===== src/rtl/pwm_multi_dt_if.sv =====
// rtl/pwm_multi_dt_if.sv - control and gate-drive signal bundle for pwm_multi_dt
interface pwm_multi_dt_if #(
    parameter int WIDTH = 11,
    parameter int NCH   = 2,
    parameter int DT_W  = 5
);
    logic                 en;
    logic [NCH*WIDTH-1:0] duty_in;
    logic                 duty_wr;
    logic [DT_W-1:0]      deadtime;
    logic [NCH-1:0]       PWM_sig;
    logic [NCH-1:0]       PWM_sig_n;
    logic                 period_st;

    modport master (
        output en, duty_in, duty_wr, deadtime,
        input  PWM_sig, PWM_sig_n, period_st
    );

    modport slave (
        input  en, duty_in, duty_wr, deadtime,
        output PWM_sig, PWM_sig_n, period_st
    );
endinterface


===== src/rtl/pwm_multi_dt.sv =====
// rtl/pwm_multi_dt.sv - multi-channel PWM with shared counter, shadowed duty and dead-time gate pairs
module pwm_multi_dt #(
    parameter int WIDTH = 11,
    parameter int NCH   = 2,
    parameter int DT_W  = 5
) (
    input  logic           clk,
    input  logic           rst_n,
    pwm_multi_dt_if.slave  bus
);
    localparam logic [WIDTH-1:0] CNT_MAX = '1;

    typedef enum logic [1:0] {ST_LO, ST_DHI, ST_HI, ST_DLO} st_e;

    logic [WIDTH-1:0]            cnt_q, cnt_d;
    logic [NCH-1:0][WIDTH-1:0]   pending_q, pending_d;
    logic [NCH-1:0][WIDTH-1:0]   active_q, active_d;
    logic [NCH-1:0]              raw_q, raw_d;
    logic                        period_st_q, period_st_d;
    logic [NCH-1:0][DT_W-1:0]    dcnt_q, dcnt_d;
    st_e                         state_q [NCH];
    st_e                         state_d [NCH];
    logic [NCH-1:0]              sig, sig_n;
    logic                        load;

    // Active duty only moves at a period boundary, or continuously while stopped.
    assign load = ~bus.en | (cnt_q == CNT_MAX);

    always_comb begin
        cnt_d       = bus.en ? cnt_q + WIDTH'(1) : '0;
        period_st_d = bus.en & (cnt_q == CNT_MAX);
        pending_d   = pending_q;
        active_d    = active_q;
        raw_d       = '0;
        for (int i = 0; i < NCH; i++) begin
            if (bus.duty_wr) pending_d[i] = bus.duty_in[i*WIDTH +: WIDTH];
            if (load)        active_d[i]  = pending_q[i];
            raw_d[i] = bus.en & (cnt_q < active_q[i]);
        end
    end

    always_ff @(posedge clk) begin
        if (!rst_n) begin
            cnt_q       <= '0;
            pending_q   <= '0;
            active_q    <= '0;
            raw_q       <= '0;
            period_st_q <= 1'b0;
            dcnt_q      <= '0;
            for (int i = 0; i < NCH; i++) state_q[i] <= ST_LO;
        end else begin
            cnt_q       <= cnt_d;
            pending_q   <= pending_d;
            active_q    <= active_d;
            raw_q       <= raw_d;
            period_st_q <= period_st_d;
            dcnt_q      <= dcnt_d;
            for (int i = 0; i < NCH; i++) state_q[i] <= state_d[i];
        end
    end

    // A reversal of raw_q inside a dead band returns straight to the previous
    // driven state, so pulses shorter than the dead time never reach the gates.
    always_comb begin
        for (int i = 0; i < NCH; i++) begin
            state_d[i] = state_q[i];
            dcnt_d[i]  = dcnt_q[i];
            case (state_q[i])
                ST_LO: begin
                    if (raw_q[i]) begin
                        if (bus.deadtime == '0) begin
                            state_d[i] = ST_HI;
                        end else begin
                            state_d[i] = ST_DHI;
                            dcnt_d[i]  = bus.deadtime - DT_W'(1);
                        end
                    end
                end
                ST_DHI: begin
                    if (!raw_q[i])             state_d[i] = ST_LO;
                    else if (dcnt_q[i] == '0)  state_d[i] = ST_HI;
                    else                       dcnt_d[i]  = dcnt_q[i] - DT_W'(1);
                end
                ST_HI: begin
                    if (!raw_q[i]) begin
                        if (bus.deadtime == '0) begin
                            state_d[i] = ST_LO;
                        end else begin
                            state_d[i] = ST_DLO;
                            dcnt_d[i]  = bus.deadtime - DT_W'(1);
                        end
                    end
                end
                ST_DLO: begin
                    if (raw_q[i])              state_d[i] = ST_HI;
                    else if (dcnt_q[i] == '0)  state_d[i] = ST_LO;
                    else                       dcnt_d[i]  = dcnt_q[i] - DT_W'(1);
                end
                default: state_d[i] = ST_LO;
            endcase
        end
    end

    always_comb begin
        sig   = '0;
        sig_n = '0;
        for (int i = 0; i < NCH; i++) begin
            sig[i]   = (state_q[i] == ST_HI);
            sig_n[i] = (state_q[i] == ST_LO);
        end
    end

    assign bus.PWM_sig   = sig;
    assign bus.PWM_sig_n = sig_n;
    assign bus.period_st = period_st_q;
endmodule


===== src/flat_wrapper.sv =====
// flat-port wrapper written by rule: the top's interface ports become plain ports
module pwm_multi_dt_flat 
#(
    parameter int WIDTH = 11,
    parameter int NCH   = 2,
    parameter int DT_W  = 5
)
  (clk, rst_n, bus_en, bus_duty_in, bus_duty_wr, bus_deadtime, bus_PWM_sig, bus_PWM_sig_n, bus_period_st);
  pwm_multi_dt_if #(.WIDTH(WIDTH), .NCH(NCH), .DT_W(DT_W)) bus_i ();
  input  logic clk;
  input  logic rst_n;
  input wire logic [$bits(bus_i.en)-1:0] bus_en;
  input wire logic [$bits(bus_i.duty_in)-1:0] bus_duty_in;
  input wire logic [$bits(bus_i.duty_wr)-1:0] bus_duty_wr;
  input wire logic [$bits(bus_i.deadtime)-1:0] bus_deadtime;
  output wire logic [$bits(bus_i.PWM_sig)-1:0] bus_PWM_sig;
  output wire logic [$bits(bus_i.PWM_sig_n)-1:0] bus_PWM_sig_n;
  output wire logic [$bits(bus_i.period_st)-1:0] bus_period_st;
  assign bus_i.en = bus_en;
  assign bus_i.duty_in = bus_duty_in;
  assign bus_i.duty_wr = bus_duty_wr;
  assign bus_i.deadtime = bus_deadtime;
  assign bus_PWM_sig = bus_i.PWM_sig;
  assign bus_PWM_sig_n = bus_i.PWM_sig_n;
  assign bus_period_st = bus_i.period_st;
  pwm_multi_dt #(.WIDTH(WIDTH), .NCH(NCH), .DT_W(DT_W)) u_core (.clk(clk), .rst_n(rst_n), .bus(bus_i));
endmodule

===== config.mk =====
export PLATFORM = sky130hd
export DESIGN_NAME = pwm_multi_dt_flat
export DESIGN_NICKNAME = d
export VERILOG_FILES = /design/src/rtl/pwm_multi_dt_if.sv /design/src/rtl/pwm_multi_dt.sv /design/src/flat_wrapper.sv
export SDC_FILE = /design/constraint.sdc
export NUM_CORES = 1
export LEC_CHECK = 0
export BUFFER_PORTS_ARGS = -buffer_cell sky130_fd_sc_hd__buf_2
export CORE_MARGIN = 4
export CORE_UTILIZATION = 35
export CTS_BUF_LIST = sky130_fd_sc_hd__clkbuf_8
export DETAILED_ROUTE_END_ITERATION = 10
export GPL_TIMING_DRIVEN = 0
export PLACE_DENSITY = 0.57
export SYNTH_ARGS = -nofsm -noshare
export SYNTH_HDL_FRONTEND = slang
export SYNTH_SLANG_ARGS = --single-unit

===== constraint.sdc =====
create_clock -name clk -period 2.9 [get_ports clk]
set_input_delay 0.29 -clock clk [delete_from_list [all_inputs] [get_ports clk]]
set_output_delay 0.29 -clock clk [all_outputs]
set_load 0.1 [all_outputs]

# Word level (Yosys, flattened, before mapping)
# Memory sizes are Yosys's and may differ from the RTL's.
# Index checks and enable logic that the tools add are counted.
[classes]
reduce_logical = 8
n_mux = 34
add_sub_neg = 4
n_bitwise = 7
n_eq_ne = 15
n_lt_le_gt_ge = 2
[ops]
columns = ["operator", "n"]
rows = [
  ["two-way mux 5 bit", 12],
  ["case mux 5 bit (4 select lines)", 2],
  ["two-way mux 2 bit", 16],
  ["< comparator 11 bit", 2],
  ["case mux 2 bit (4 select lines)", 2],
  ["logical NOT 5 bit", 3],
  ["subtractor 5 x 1 -> 5 bit, second input constant", 3],
  ["adder 11 x 1 -> 11 bit, second input constant", 1],
  ["== test 11 bit, second input constant", 1],
  ["== test 2 bit, second input constant", 4],
  ["inequality test 2 x 1 -> 1 bit, second input constant", 4],
  ["inequality test 2 bit, second input constant", 4],
  ["AND reduction 4 bit", 2],
  ["== test 2 x 1 -> 1 bit, second input constant", 2],
  ["logical NOT 2 bit", 2],
  ["AND 1 bit", 3],
  ["OR 1 bit", 3],
  ["two-way mux 1 bit", 2],
  ["AND reduction 2 bit", 1],
  ["inverter 1 bit", 1],
]
[totals]
out_inout_bits = 5
regBits = 68
word_cells = 80
in_bits = 31
mem_count = 1
mem_bits_rw = 4
[mem_list]
columns = ["memory", "words", "word_bits", "read_ports", "rd_ports_with_merged_regs", "write_ports", "line", "source"]
rows = [
  ["u_core.state_q", 2, 2, 2, 0, 2, "pwm_multi_dt.sv:21", "st_e state_q [NCH];"],
]

# Longest topological paths before layout
# Gate-level depths: netlist (run 1).
[depth]
depth_word = 5
ltp_mapped = 7
mapped_depth_nobuf = 6

# Worst setup path after synthesis (run 1)
# No wires, ideal clock.
[synth_path]
kind = "register to output"
startpoint = "mem u_core.state_q[0][2] (netlist name)"
endpoint = "out bus_PWM_sig[1]"
required_time_ns = 2.610
path_buffers = 1
slack_ns = 0.813
arrival_ns = 1.797
path_stages_with_launch = 3
cell_sequence = "dfxtp_1 > buf_2 > nor2b_1"
[synth_rtl]
columns = ["element", "line", "source"]
rows = [
  ["from (decl)", "pwm_multi_dt.sv:21", ""],
  ["to (decl)", "flat_wrapper.sv:16", "output wire logic [$bits(bus_i.PWM_sig)-1:0] bus_PWM_sig;"],
]

# Worst setup path in the final report (run 1)
[layout_path]
startpoint = "reg u_core.cnt_q[0]"
endpoint = "reg u_core.active_q[11] (netlist name)"
[layout_via]
elab_chain_len = 2
[layout_rtl]
columns = ["element", "line", "source"]
rows = [
  ["from (decl)", "pwm_multi_dt.sv:15", "logic [WIDTH-1:0] cnt_q, cnt_d;"],
  ["from (signal assigned)", "pwm_multi_dt.sv:52", "cnt_q <= cnt_d;"],
  ["== test 11 bit", "pwm_multi_dt.sv:27", "assign load = ~bus.en | (cnt_q == CNT_MAX);"],
  ["OR 1 bit", "pwm_multi_dt.sv:27", ""],
  ["to (signal assigned)", "pwm_multi_dt.sv:54", "active_q <= active_d;"],
  ["to (decl)", "pwm_multi_dt.sv:17", "logic [NCH-1:0][WIDTH-1:0] active_q, active_d;"],
]
# Every way passes these cells.
# A chain may end at the register's enable or synchronous reset.

==> results.md, run 1 <==
Timing:
- The sum of negative setup slack is 0 ns.
- The number of setup violations in the final report is 0.
- Setup repair after global routing left no endpoint under its margin.
- Counting I/O delays and the setup requirement, the final critical path takes 1.76 ns.
- The maximum clock frequency is 0.567 GHz.
- The maximum clock skew at final layout is 0.00844 ns.
- The total count of hold-check failures in the final report is 0.
- The transition time at the pin with the least slew margin is 0.502 ns.
- The worst-case setup margin in the final layout is 1.14 ns.
- Dividing the final minimum period by the clock period gives 0.608.
- The final-report max-slew violation count came to 0.
- The worst pin sits at a relative slew slack of 0.665.

GRT:
- The initial antenna violation count is 0.
- The number of global-route vias before repair is 2,563.
- The global-route wire length before repair is 12.5 mm.
- Entering global routing, the biggest net connects 14 pins.
- The total track usage is 0.136.
- The total global routing overflow is 0.

Cells and area:
- The layout overhead on the synthesized area is 15.4%.
- In the final layout, the share of cells above drive strength 1 is 0.200.
- The storage element area is 1440 µm².
- The net count of the finished layout is 480.
- Summing all multi-input logic gate instances after layout gives 1890 µm².
- The antenna diode count is 0.
- The final-layout fill cell count is 984.

Power:
- Summed over all nets, the switching power comes to 0.000575 W.
- The internal power of the cells totals 0.00164 W.
- The share of total power dissipated in sequential elements is 0.479.
- Power spread over the standard cell area amounts to 536 nW/µm².
- The highest ir drop seen on vdd is 307 µV.
- The total leakage power is 1.72 nW.
- Of the total power, combinational logic draws 0.122.
- Of the total power, the share spent switching nets is 0.260.
- The clock group share of total power is 0.399.

Die:
- The effective utilization at floorplan is 0.363.
- The die is 109 µm tall.
- The I/O pin total is 36.
- After floorplanning, the core was divided into 36 placement rows.
- The die is 109 µm wide.
- The total die area is 11,900 µm².
- The core area is 9860 µm².

CTS:
- The clock net in this run drives a total of 72 sinks.
- The CTS H-tree depth is 3.
- The later pin in the worst-skew pair is clocked with a latency of 0.35 ns.
- Counting along the longest clock path gives a buffer depth of 2.
- Post-CTS timing repair inserted 0 buffers for setup.
- Clock tree synthesis selected as its root buffer the cell clkbuf_8.
- The count of cells resized by post-cts repair is 0.
- Clock-pin slew was measured on the worst setup and hold paths at 0.08 ns.
- The number of buffers added by the clock tree synthesis step is 9.
- TritonCTS built the clock tree.
- Buffers inserted to repair hold after CTS numbered 0.

Worst hold path:
- The tightest min-delay check is of the in -> reg type.
- The path with the worst hold slack has its endpoint at u_core.pending_q[18]$_SDFFE_PN0P_.
- Along the worst hold path, the cell count comes to 3.
- The worst hold path startpoint is bus_duty_in[18].

Worst setup path:
- The slowest cell on the critical path is dfxtp_1.
- The endpoint identified for the worst register-to-register timing path is u_core.active_q[11]$_SDFFE_PN0P_.
- At the worst endpoint, the required time is 3.15 ns.
- The critical path is of the reg -> reg type.
- The worst path arrival time is 2.01 ns.
- The signal on the critical path passes through ha_1 -> nand4_2 -> o41a_1 -> buf_6 -> buf_6 -> nand3_1 -> o21ai_2.
- Setup slack on the worst reg-to-reg path comes out at 1.14 ns.
- The launching point of the worst reg2reg path is u_core.cnt_q[0]$_SDFF_PN0_.
- The largest single stage delay on the critical path is 0.42 ns.
- STA classifies the critical path endpoint as a flip-flop.
- Of all nets on the critical path, the largest fanout is 10.
- STA classifies the critical path startpoint as a flip-flop.
- The cell occurring most often along the worst timing path is buf_6.
- The depth of the worst register-to-register path is 7.

Logic synthesis:
- Summing every instance area after synthesis gives 3580 µm².
- Yosys mapped the design onto 32 distinct sky130hd cell types.
- In the synthesized netlist the async set-or-reset flop fraction comes to 0.
- The number of synthesized flops with an enable pin is 0.
- When the netlist entered floorplanning its net count stood at 436.
- After synthesis the netlist holds a flip-flop and latch count of 72.
- The flip-flop cell with the highest count after synthesis is dfxtp_1.
- The sequential share of the synthesized area is 0.402.
- Synthesis handed over a netlist of 381 instances.
- The total number of yosys warnings is 0.
- Dividing the synthesized area by the synthesized cell count gives 9.41 µm².

Placement:
- Routability-driven placement finished with a final weighted congestion of 0.737.
- During placement, the flow inserted port buffers numbering 33.
- Before CTS, the worst setup slack after placement is 1.02 ns.
- The detailed placer's ending HPWL is 5.44 mm.

Drt:
- The count of TritonRoute iterations in the first routing pass is 4.
- Dividing the detail-routed wire length by the instance count gives 13.0 µm.
- The post-route antenna net violation count is 0.
- The number of remaining DRC errors is 0.
- Dividing the detail-routed via count by the number of cells gives 4.76.
- The wire length reported by the detailed router is 7.33 mm.
- The violation count after the first detailed-route iteration is 86.
- The vias after detailed routing is 2,681.

Status:
- The run finished with clean final reports.

Flow run:
- The tool flagged a number of max-cap violations equal to 0.
## per-layer routing
layer	GRT usage	part of all wire	wire length, µm
met1	0.177	0.49	3600
met2	0.214	0.45	3310
met3	0.0420	0.045	330
met4	0.0427	0.014	99
met5	0	0	0
## Yosys cell counts (all sizes together) (3+ instances only)
cell     n  area [µm²]
and3     5        31.3
nor3b    3        22.5
nor4b    3        32.5
o21ai   30         233
clkbuf   7        26.3
xor2     8        70.1
a21oi   10        50.1
inv     28         105
nand2   33         124
a22o    10        87.6
nor2    16        60.1
dfxtp   72        1440
xnor2   12         105
ha      24         300
nor2b   30         188
nand3   23         115
buf     14         118
nor3     5        25.0
nand4    6        43.8
mux2i   34         340
## placed cells by master, fill, tap and decap left out, types with 7 or more instances in the layout
cell type  count
xnor2_1       12
dfxtp_1       72
nor2b_1       30
ha_1          24
a22o_1        10
clkbuf_8       9
o21ai_2       22
o21ai_0        8
nand3_1       23
inv_1         29
xor2_1         8
clkbuf_1       7
a21oi_1       10
buf_2         41
mux2i_1       34
nand2_1       33
nor2_1        16
## cells by family after synthesis
group | Yosys count | share of synthesized area
AO/OA/AOI/OAI | 55 | 0.116
buffers and inverters | 49 | 0.0695
AND/OR/NAND/NOR | 127 | 0.184
flip-flops | 72 | 0.402
multiplexers | 34 | 0.0950
XOR/XNOR | 20 | 0.0489
adder cells (fa/ha/maj) | 24 | 0.0838
## critical path: cells and delay by family (launching register included)
| kind | cells | cell delay, ns |
|---|---|---|
| compound gates | 2 | 0.47 |
| buf+inv | 2 | 0.30 |
| fa+ha+maj | 1 | 0.25 |
| flops | 1 | 0.42 |
| simple gates | 2 | 0.22 |
## final cells by class
class	instances	share of cell area
multi-input cells	260	0.458
repair buffers	33	0.0399
inverters	28	0.0254
clock inverters	7	0.0233
plain buffers	21	0.0348
flip-flops and latches	72	0.349
clock buffers	9	0.0300
well taps	133	0.0402
## power by group through the flow
stage / registers, W / logic [W] / clock network, W
floorplan: 0.00108 / 0.000209 / 0
global placement: 0.00108 / 0.000267 / 0
detailed placement: 0.00109 / 0.000273 / 0
CTS: 0.00106 / 0.000275 / 0.000913
global route: 0.00107 / 0.000305 / 0.000962
finish: 0.00106 / 0.000270 / 0.000884
## through the flow
stage               cell area [µm²]  hold WS, ns  instances  power, W  utilization
floorplan                      3580        0.437        381   0.00129            -
global placement               3920        0.453        547   0.00135        0.397
detailed placement             3920        0.449        547   0.00136        0.397
CTS                            4140        0.169        563   0.00225        0.419
global route                   4140        0.172        563   0.00233        0.419
finish                         4140        0.189        563   0.00222        0.419
## registers in the layout (all words and copies together) (netlist names)
name / flops
u_core.state_q: 4
u_core.pending_q: 22
u_core.bus.period_st: 1
u_core.active_q: 22
u_core.cnt_q: 11
u_core.dcnt_q: 10
u_core.raw_q: 2
## worst max path at each step
stage                                            startpoint                          endpoint  slack (ns)  depth (start not counted)
after global placement                      bus_deadtime[0]     u_core.dcnt_q[6]$_SDFFE_PN0P_        1.04                          7
after floorplan           u_core.state_q[0][2]$_SDFFE_PN0P_                    bus_PWM_sig[1]        0.81                          2
after global routing          u_core.dcnt_q[0]$_SDFFE_PN0P_     u_core.dcnt_q[4]$_SDFFE_PN0P_        0.99                          6
final                            u_core.cnt_q[0]$_SDFF_PN0_  u_core.active_q[11]$_SDFFE_PN0P_        1.14                          7
after CTS                        u_core.cnt_q[0]$_SDFF_PN0_  u_core.active_q[16]$_SDFFE_PN0P_        1.13                          7
after detailed placement                    bus_deadtime[0]     u_core.dcnt_q[5]$_SDFFE_PN0P_        1.02                          7
Power figures use the tool's default switching activity.
==> inputs of run 2 (changes only) <==
==> constraint.sdc (replaced) <==
create_clock -name clk -period 1.8 [get_ports clk]
set_input_delay 0.18 -clock clk [delete_from_list [all_inputs] [get_ports clk]]
set_output_delay 0.18 -clock clk [all_outputs]
set_load 0.1 [all_outputs]
==> run 2 against run 1 <==
Net effect: non-clock buffer count rose by 2; sequential share of layout area shrank 0.22 points; sequential power is 61% higher; via count decreased by 1.5%; cell count grew 0.18%; worst hold slack worse by 0.10 ns; clock-buffer cell count stayed put; flip-flop and latch count stayed put; critical path type unchanged; critical path depth stayed put; largest power group unchanged; core utilization increased by 0.34 points.
==> results.md, run 2 (synthesis results as in run 1) <==
Status:
- The flow ran to the end, and the final reports show no timing, DRC or antenna violations.

Drt:
- The vias after detailed routing is 2,641 (-1.5%).
- The violation count after the first detailed-route iteration was 71 (-17%).
- The count of TritonRoute iterations in the first routing pass is 4 (unchanged).
- The post-detailed-route via-to-cell ratio is 4.68 (-1.7%).
- The number of remaining DRC errors is 0 (unchanged).
- The post-route antenna net violation count came to 0 (unchanged).
- The routed wire length per instance is 12.9 µm (-0.98%).
- The wire length reported by the detailed router is 7.27 mm (-0.80%).

Power:
- The highest ir drop seen on vdd is 575 µV (+87%).
- The total leakage power was 1.73 nW (+0.27%).
- The total power of the final layout is 0.00356 W (+61%).
- The ratio of total power to cell area came to 854 nW/µm² (+59%).

Timing:
- The maximum clock skew at final layout is 0.0126 ns (+0.00419 ns).
- The portion of the clock cycle consumed by the worst path in the final layout is 0.949 (+0.341).
- The final-report max-slew violation count is 0 (unchanged).
- The sum of negative setup slack came to 0 ns (unchanged).
- The final critical path time including I/O delays and setup is 1.71 ns (-0.0556 ns).
- The worst max-slew margin expressed relative to the limit is 0.668 (+0.00302).
- The worst-case setup margin in the final layout is 0.0923 ns (-1.04 ns).
- The maximum clock frequency came to 0.586 GHz (+3.3%).
- The total count of hold-check failures in the final report is 0 (unchanged).
- The number of setup violations in the final report is 0 (unchanged).
- Setup repair after global routing left no endpoint under its margin.
- The transition time at the pin with the least slew margin is 0.497 ns (-0.00453 ns).

Cells and area:
- Leaving out fill and tap cells, the most frequent cell in the layout is dfxtp_1.
- The antenna diode count is 0 (unchanged).
- The number of nets in the layout is 482 (+0.42%).
- The final-layout fill cell count is 1,008 (+2.4%).
- In the final layout, the registers with the most flip-flops are u_core.active_q x22, u_core.pending_q x22, u_core.cnt_q x11.
- The storage element area is 1440 µm² (+0.17%).
- The fraction of final layout cells sized beyond drive strength 1 came to 0.225 (+0.0251).
- The multi-input gate area in the final layout came to 1910 µm² (+1.1%).
- In the layout the commonest cells are dfxtp_1 (70), buf_2 (41), mux2i_1 (34).
- Relative to the synthesized area, the layout overhead comes to 16.3%.

Worst setup path:
- The number of buffers and inverters on the critical path is 2 (unchanged).
- In this design, the largest share of critical-path delay is due to compound AO/OA/AOI/OAI gates.
- STA classifies the critical path startpoint as a flip-flop.
- The worst setup path is captured at a flip-flop.
- The slowest cell on the critical path is o41a_1.
- The worst stage delay on the critical path is 0.42 ns (about the same).
- The worst path arrival time is 1.95 ns (-0.06 ns).
- The cell occurring most often along the worst timing path is buf_6.
- The minimum setup slack among reg-to-reg paths is 0.09 ns (-1.04 ns).
- The startpoint-to-endpoint class of the critical path is reg -> reg.
- The biggest fanout along the worst timing path is 10 (unchanged).
- The endpoint required time on the critical path was 2.04 ns (-1.11 ns).
- The signal on the critical path passes through ha_2 -> nand4_2 -> o41a_1 -> buf_6 -> buf_6 -> nand3_1 -> o21ai_2.

Worst hold path:
- The type of the worst min-delay path is in -> reg.

Die:
- The I/O pin total is 36 (unchanged).
- The core area was 9860 µm² (unchanged).
- The total die area is 11,900 µm² (unchanged).
- The floorplan die width is 109 µm (unchanged).
- The die outline height is 109 µm (unchanged).
- The total number of placement rows is 36 (unchanged).
- The effective utilization at floorplan is 0.363 (unchanged).

CTS:
- TritonCTS built the clock tree.
- The total of hold buffers inserted after clock tree synthesis is 0 (unchanged).
- In this run the clock root is driven by a clkbuf_8.
- The later-pin clock latency in the skew report is 0.35 ns (about the same).
- The clock-pin slew on the worst setup and hold paths was 0.08 ns (about the same).
- The number of buffers on the longest clock path came to 2 (unchanged).
- The number of sinks driven by the clock tree was 72 (unchanged).
- The number of buffers added by the clock tree synthesis step is 9 (unchanged).
- The CTS H-tree depth is 3 (unchanged).

Placement:
- The detailed placer's ending HPWL is 5.44 mm (+0.12%).
- The number of port buffers is 33 (unchanged).
- The pre-CTS setup slack is 0.0153 ns (-1.00 ns).
- The routability-driven placement congestion ratio is 0.742 (+0.71%).

GRT:
- The initial antenna violation count is 0 (unchanged).
- The maximum number of pins on one net before global-route repair is 14 (unchanged).
- The total track usage is 0.134 (-0.00145).
- The global-route wire length before repair is 12.6 mm (+0.71%).
- The number of global-route vias before repair came to 2,615 (+2.0%).
- The total global routing overflow is 0 (unchanged).

Flow run:
- The total of max-cap violations is 0 (unchanged).
-- run 2: worst paths after layout --
path,start,end,depth (start not counted)
setup reg to reg,u_core.cnt_q[0]$_SDFF_PN0_,u_core.active_q[11]$_SDFFE_PN0P_,7
hold reg to reg,u_core.cnt_q[0]$_SDFF_PN0_,u_core.cnt_q[0]$_SDFF_PN0_,1
setup / recovery,u_core.cnt_q[0]$_SDFF_PN0_,u_core.active_q[11]$_SDFFE_PN0P_,7
hold / removal,bus_duty_in[3],u_core.pending_q[3]$_SDFFE_PN0P_,3
-- run 2: what timing repair did --
action / in CTS / in global routing
endpoints found under the setup margin: 0 / 28
hold endpoints to repair: 0 / 0
setup buffers: 0 / 2
gates resized for setup: 0 / 5
-- run 2: worst min-delay path, cell delays in order --
cell     delay, ns
buf_2         0.07
mux2i_1       0.05
nor2b_1       0.09
-- run 2: power breakdown --
| part | internal [W] | total, W | switching, W |
|---|---|---|---|
| Sequential | 0.00166 | 0.00171 | 0.0000466 |
| Combinational | 0.000204 | 0.000444 | 0.000239 |
| Clock | 0.000782 | 0.00141 | 0.000626 |
-- run 2: cell type report --
| type | count | share of cell area |
|---|---|---|
| Buffer | 21 | 0.0345 |
| Clock buffer | 9 | 0.0297 |
| Clock inverter | 6 | 0.0222 |
| Inverter | 28 | 0.0252 |
| Multi-Input combinational cell | 260 | 0.459 |
| Sequential cell | 72 | 0.346 |
| Tap cell | 133 | 0.0399 |
| Timing Repair Buffer | 35 | 0.0432 |
-- run 2: routing by layer --
layer  wire length [µm]  track usage  vias up
li1                   -            -     1382
met1               3540        0.173     1216
met2               3380        0.225       38
met3                296       0.0403        5
met4                 51       0.0240        0
met5                  0            0        -
-- run 2: through the flow --
stage | utilization | instances | hold slack, ns | area [µm²]
global route | 0.423 | 564 | 0.0788 | 4170
floorplan | - | 381 | 0.333 | 3590
detailed placement | 0.398 | 547 | 0.446 | 3930
global placement | 0.398 | 547 | 0.435 | 3930
finish | 0.423 | 564 | 0.0843 | 4170
CTS | 0.420 | 562 | 0.0684 | 4140
==> inputs of run 3 (changes only) <==
--- a/config.mk
+++ b/config.mk
@@ -12,6 +12,7 @@
 export DETAILED_ROUTE_END_ITERATION = 10
 export GPL_TIMING_DRIVEN = 0
 export PLACE_DENSITY = 0.57
+export SETUP_SLACK_MARGIN = 0.3
 export SYNTH_ARGS = -nofsm -noshare
 export SYNTH_HDL_FRONTEND = slang
 export SYNTH_SLANG_ARGS = --single-unit
==> run 3 against run 2 <==
Net effect: sequential share of layout area down 2.6 points; worst setup slack better by 0.17 ns; cell count up 4.3%; clock-buffer cell count unchanged; power down 0.99%; flip-flop and latch count unchanged; via count up 5.8%; clock skew down 0.0023 ns; worst hold slack worse by 0.0066 ns; critical endpoint is now u_core.active_q[10]$_SDFFE_PN0P_; largest power group unchanged.
==> results.md, run 3 (synthesis results as in run 1) <==
Timing:
- The total count of hold-check failures in the final report came to 0 (unchanged).
- The number of setup violations in the final report came to 0 (unchanged).
- The final critical path time including I/O delays and setup is 1.54 ns (-0.168 ns).
- The worst-case setup margin in the final layout was 0.260 ns (+0.168 ns).
- The final-report max-slew violation count was 0 (unchanged).
- The transition time at the pin with the least slew margin is 0.719 ns (+0.221 ns).
- The maximum clock frequency was 0.649 GHz (+11%).
- The maximum clock skew at final layout is 0.0104 ns (-0.00225 ns).
- The portion of the clock cycle consumed by the worst path in the final layout came to 0.856 (-0.0932).
- The worst max-slew margin expressed relative to the limit came to 0.521 (-0.148).
- The sum of negative setup slack is 0 ns (unchanged).
- Setup repair after global routing could not meet its margin everywhere.

Cells and area:
- The library cell used most frequently in the layout, excluding fill and tap cells, is dfxtp_1.
- The antenna diode count is 0 (unchanged).
- The fraction of final layout cells sized beyond drive strength 1 is 0.358 (+0.133).
- The final-layout fill cell count is 946 (-6.2%).
- The storage element area is 1480 µm² (+2.3%).
- The multi-input gate area in the final layout is 2100 µm² (+9.7%).
- The largest registers in the layout are u_core.active_q x22, u_core.pending_q x22, u_core.cnt_q x11.
- In the layout the commonest cells are dfxtp_1 (57), buf_2 (35), mux2i_1 (33), nand2_1 (33), nor2b_1 (28).
- The layout overhead on the synthesized area is 28.6%.
- The number of nets in the layout is 505 (+4.8%).
- The finished layout cell area is 4610 µm² (+11%).

Die:
- The total die area was 11,900 µm² (unchanged).
- The floorplan die width came to 109 µm (unchanged).
- The effective utilization at floorplan came to 0.363 (unchanged).
- The core area is 9860 µm² (unchanged).
- The die outline height was 109 µm (unchanged).
- The total number of placement rows is 36 (unchanged).
- The I/O pin total is 36 (unchanged).

Worst setup path:
- The sort of element at the start of the critical path is a flip-flop.
- The critical path depth in cells is 7 (unchanged).
- STA classifies the critical path endpoint as a flip-flop.
- The biggest fanout along the worst timing path is 5 (-5).
- The worst register-to-register path ends at u_core.active_q[10]$_SDFFE_PN0P_.
- The slowest cell on the critical path is o41a_1.
- Following the worst setup path forward leads to its endpoint at u_core.active_q[10]$_SDFFE_PN0P_.
- The worst register-to-register path begins at u_core.cnt_q[0]$_SDFF_PN0_.
- The number of buffers and inverters on the critical path is 2 (unchanged).
- Tracing the worst setup path back leads to its startpoint at u_core.cnt_q[0]$_SDFF_PN0_.
- The worst stage delay on the critical path is 0.39 ns (-0.03 ns).
- The minimum setup slack among reg-to-reg paths is 0.26 ns (+0.17 ns).
- The critical path goes through ha_4 -> nand4_4 -> o41a_1 -> buf_6 -> buf_8 -> nand3_1 -> o21ai_2.
- The endpoint required time on the critical path is 2.05 ns (about the same).
- The worst path arrival time was 1.79 ns (-0.16 ns).
- The worst setup path is of the reg -> reg kind.
- The depth of the worst register-to-register path is 7 (unchanged).
- The family with the most delay on the worst path is compound AO/OA/AOI/OAI gates.

Drt:
- The routed wire length per instance came to 13.6 µm (+5.9%).
- The wire length on met1 is 3.74 mm (+5.6%).
- The post-detailed-route via-to-cell ratio is 4.75 (+1.4%).
- The count of TritonRoute iterations in the first routing pass is 4 (unchanged).
- The vias after detailed routing is 2,793 (+5.8%).
- The met2 wire length came to 3.82 mm (+13%).
- The post-route antenna net violation count is 0 (unchanged).
- The wire length reported by the detailed router is 8.02 mm (+10%).
- The number of remaining DRC errors is 0 (unchanged).
- The met3 wirelength from detailed routing came to 301 µm (+1.7%).
- The violation count after the first detailed-route iteration is 69 (-2.8%).
- The highest metal layer carrying signal wires in the routed design is met4.

GRT:
- The initial antenna violation count is 0 (unchanged).
- The total global routing overflow is 0 (unchanged).
- The maximum number of pins on one net before global-route repair was 14 (unchanged).
- The total track usage is 0.141 (+0.00677).
- The number of global-route vias before repair is 2,724 (+4.2%).
- The global-route wire length before repair came to 13.1 mm (+4.4%).

Power:
- The ratio of total power to cell area was 765 nW/µm² (-10%).
- The total leakage power was 1.91 nW (+11%).
- The highest ir drop seen on vdd was 319 µV (-45%).

CTS:
- The number of buffers added by the clock tree synthesis step is 9 (unchanged).
- The number of buffers on the longest clock path is 2 (unchanged).
- The buffer type at the clock tree root is clkbuf_8.
- The clock tree from TritonCTS is built.
- The total of hold buffers inserted after clock tree synthesis came to 0 (unchanged).
- The number of sinks driven by the clock tree came to 72 (unchanged).
- The later-pin clock latency in the skew report is 0.35 ns (about the same).
- The CTS H-tree depth is 3 (unchanged).
- The clock-pin slew on the worst setup and hold paths came to 0.08 ns (about the same).

Placement:
- The routability-driven placement congestion ratio is 0.749 (+1.0%).
- The number of port buffers is 33 (unchanged).
- The detailed placer's ending HPWL was 5.47 mm (+0.48%).
- The placement-stage cell area is 3940 µm² (+0.38%).
- The pre-CTS setup slack is 0.0380 ns (+0.0227 ns).

Flow run:
- The total of max-cap violations is 0 (unchanged).

Worst hold path:
- In this run the worst hold path is classified as in -> reg.

Status:
- The flow ran to the end, and the final reports show no timing, DRC or antenna violations.
run 3: layer usage:
layer / GRT usage / vias to the layer above
li1: - / 1437
met1: 0.175 / 1292
met2: 0.238 / 51
met3: 0.0255 / 13
met4: 0.0614 / 0
met5: 0 / -
run 3: through the flow:
| stage | power, W | hold WS [ns] | std cells | util |
|---|---|---|---|---|
| floorplan | 0.00207 | 0.332 | 381 | - |
| global placement | 0.00218 | 0.434 | 547 | 0.399 |
| detailed placement | 0.00219 | 0.445 | 547 | 0.399 |
| CTS | 0.00353 | 0.0627 | 576 | 0.445 |
| global route | 0.00370 | 0.0708 | 588 | 0.467 |
| finish | 0.00353 | 0.0777 | 588 | 0.467 |
run 3: worst min-delay path by stage:
stage          slack (ns)  depth (start not counted)                          endpoint      startpoint
2_1_floorplan        0.33                          1        u_core.cnt_q[1]$_SDFF_PN0_          bus_en
3_3_place_gp         0.43                          3  u_core.pending_q[0]$_SDFFE_PN0P_  bus_duty_in[0]
3_5_place_dp         0.45                          3  u_core.pending_q[2]$_SDFFE_PN0P_  bus_duty_in[2]
4_1_cts              0.06                          3  u_core.pending_q[9]$_SDFFE_PN0P_  bus_duty_in[9]
5_1_grt              0.07                          3  u_core.pending_q[9]$_SDFFE_PN0P_  bus_duty_in[9]
6_report             0.08                          3  u_core.pending_q[9]$_SDFFE_PN0P_  bus_duty_in[9]
run 3: cell type report:
type	count	share of cell area
multi-input cells	260	0.455
well taps	133	0.0361
plain buffers	21	0.0356
flip-flops and latches	72	0.321
inverters	28	0.0228
clock inverters	7	0.0155
clock buffers	9	0.0269
repair buffers	58	0.0872
run 3: report_power, final:
| group | internal, W | leakage [nW] | switching (W) | total, W |
|---|---|---|---|---|
| clock network | 0.000642 | 0.0974 | 0.000635 | 0.00128 |
| logic | 0.000270 | 1.22 | 0.000269 | 0.000539 |
| registers | 0.00166 | 0.597 | 0.0000550 | 0.00171 |
| total | 0.00257 | 1.91 | 0.000959 | 0.00353 |
run 3: worst reg2reg max path: cells and delay by family, from the launching register on:
kind            cells  cell delay [ns]
flops               1             0.36
compound gates      2             0.46
simple gates        2             0.17
fa+ha+maj           1             0.15
buf+inv             2             0.32
run 3: what timing repair did:
action / CTS / global route
setup endpoints to repair: 38 / 35
cloned: 0 / 3
setup buffers: 13 / 9
gates resized for setup: 49 / 23
pin swaps: 6 / 16
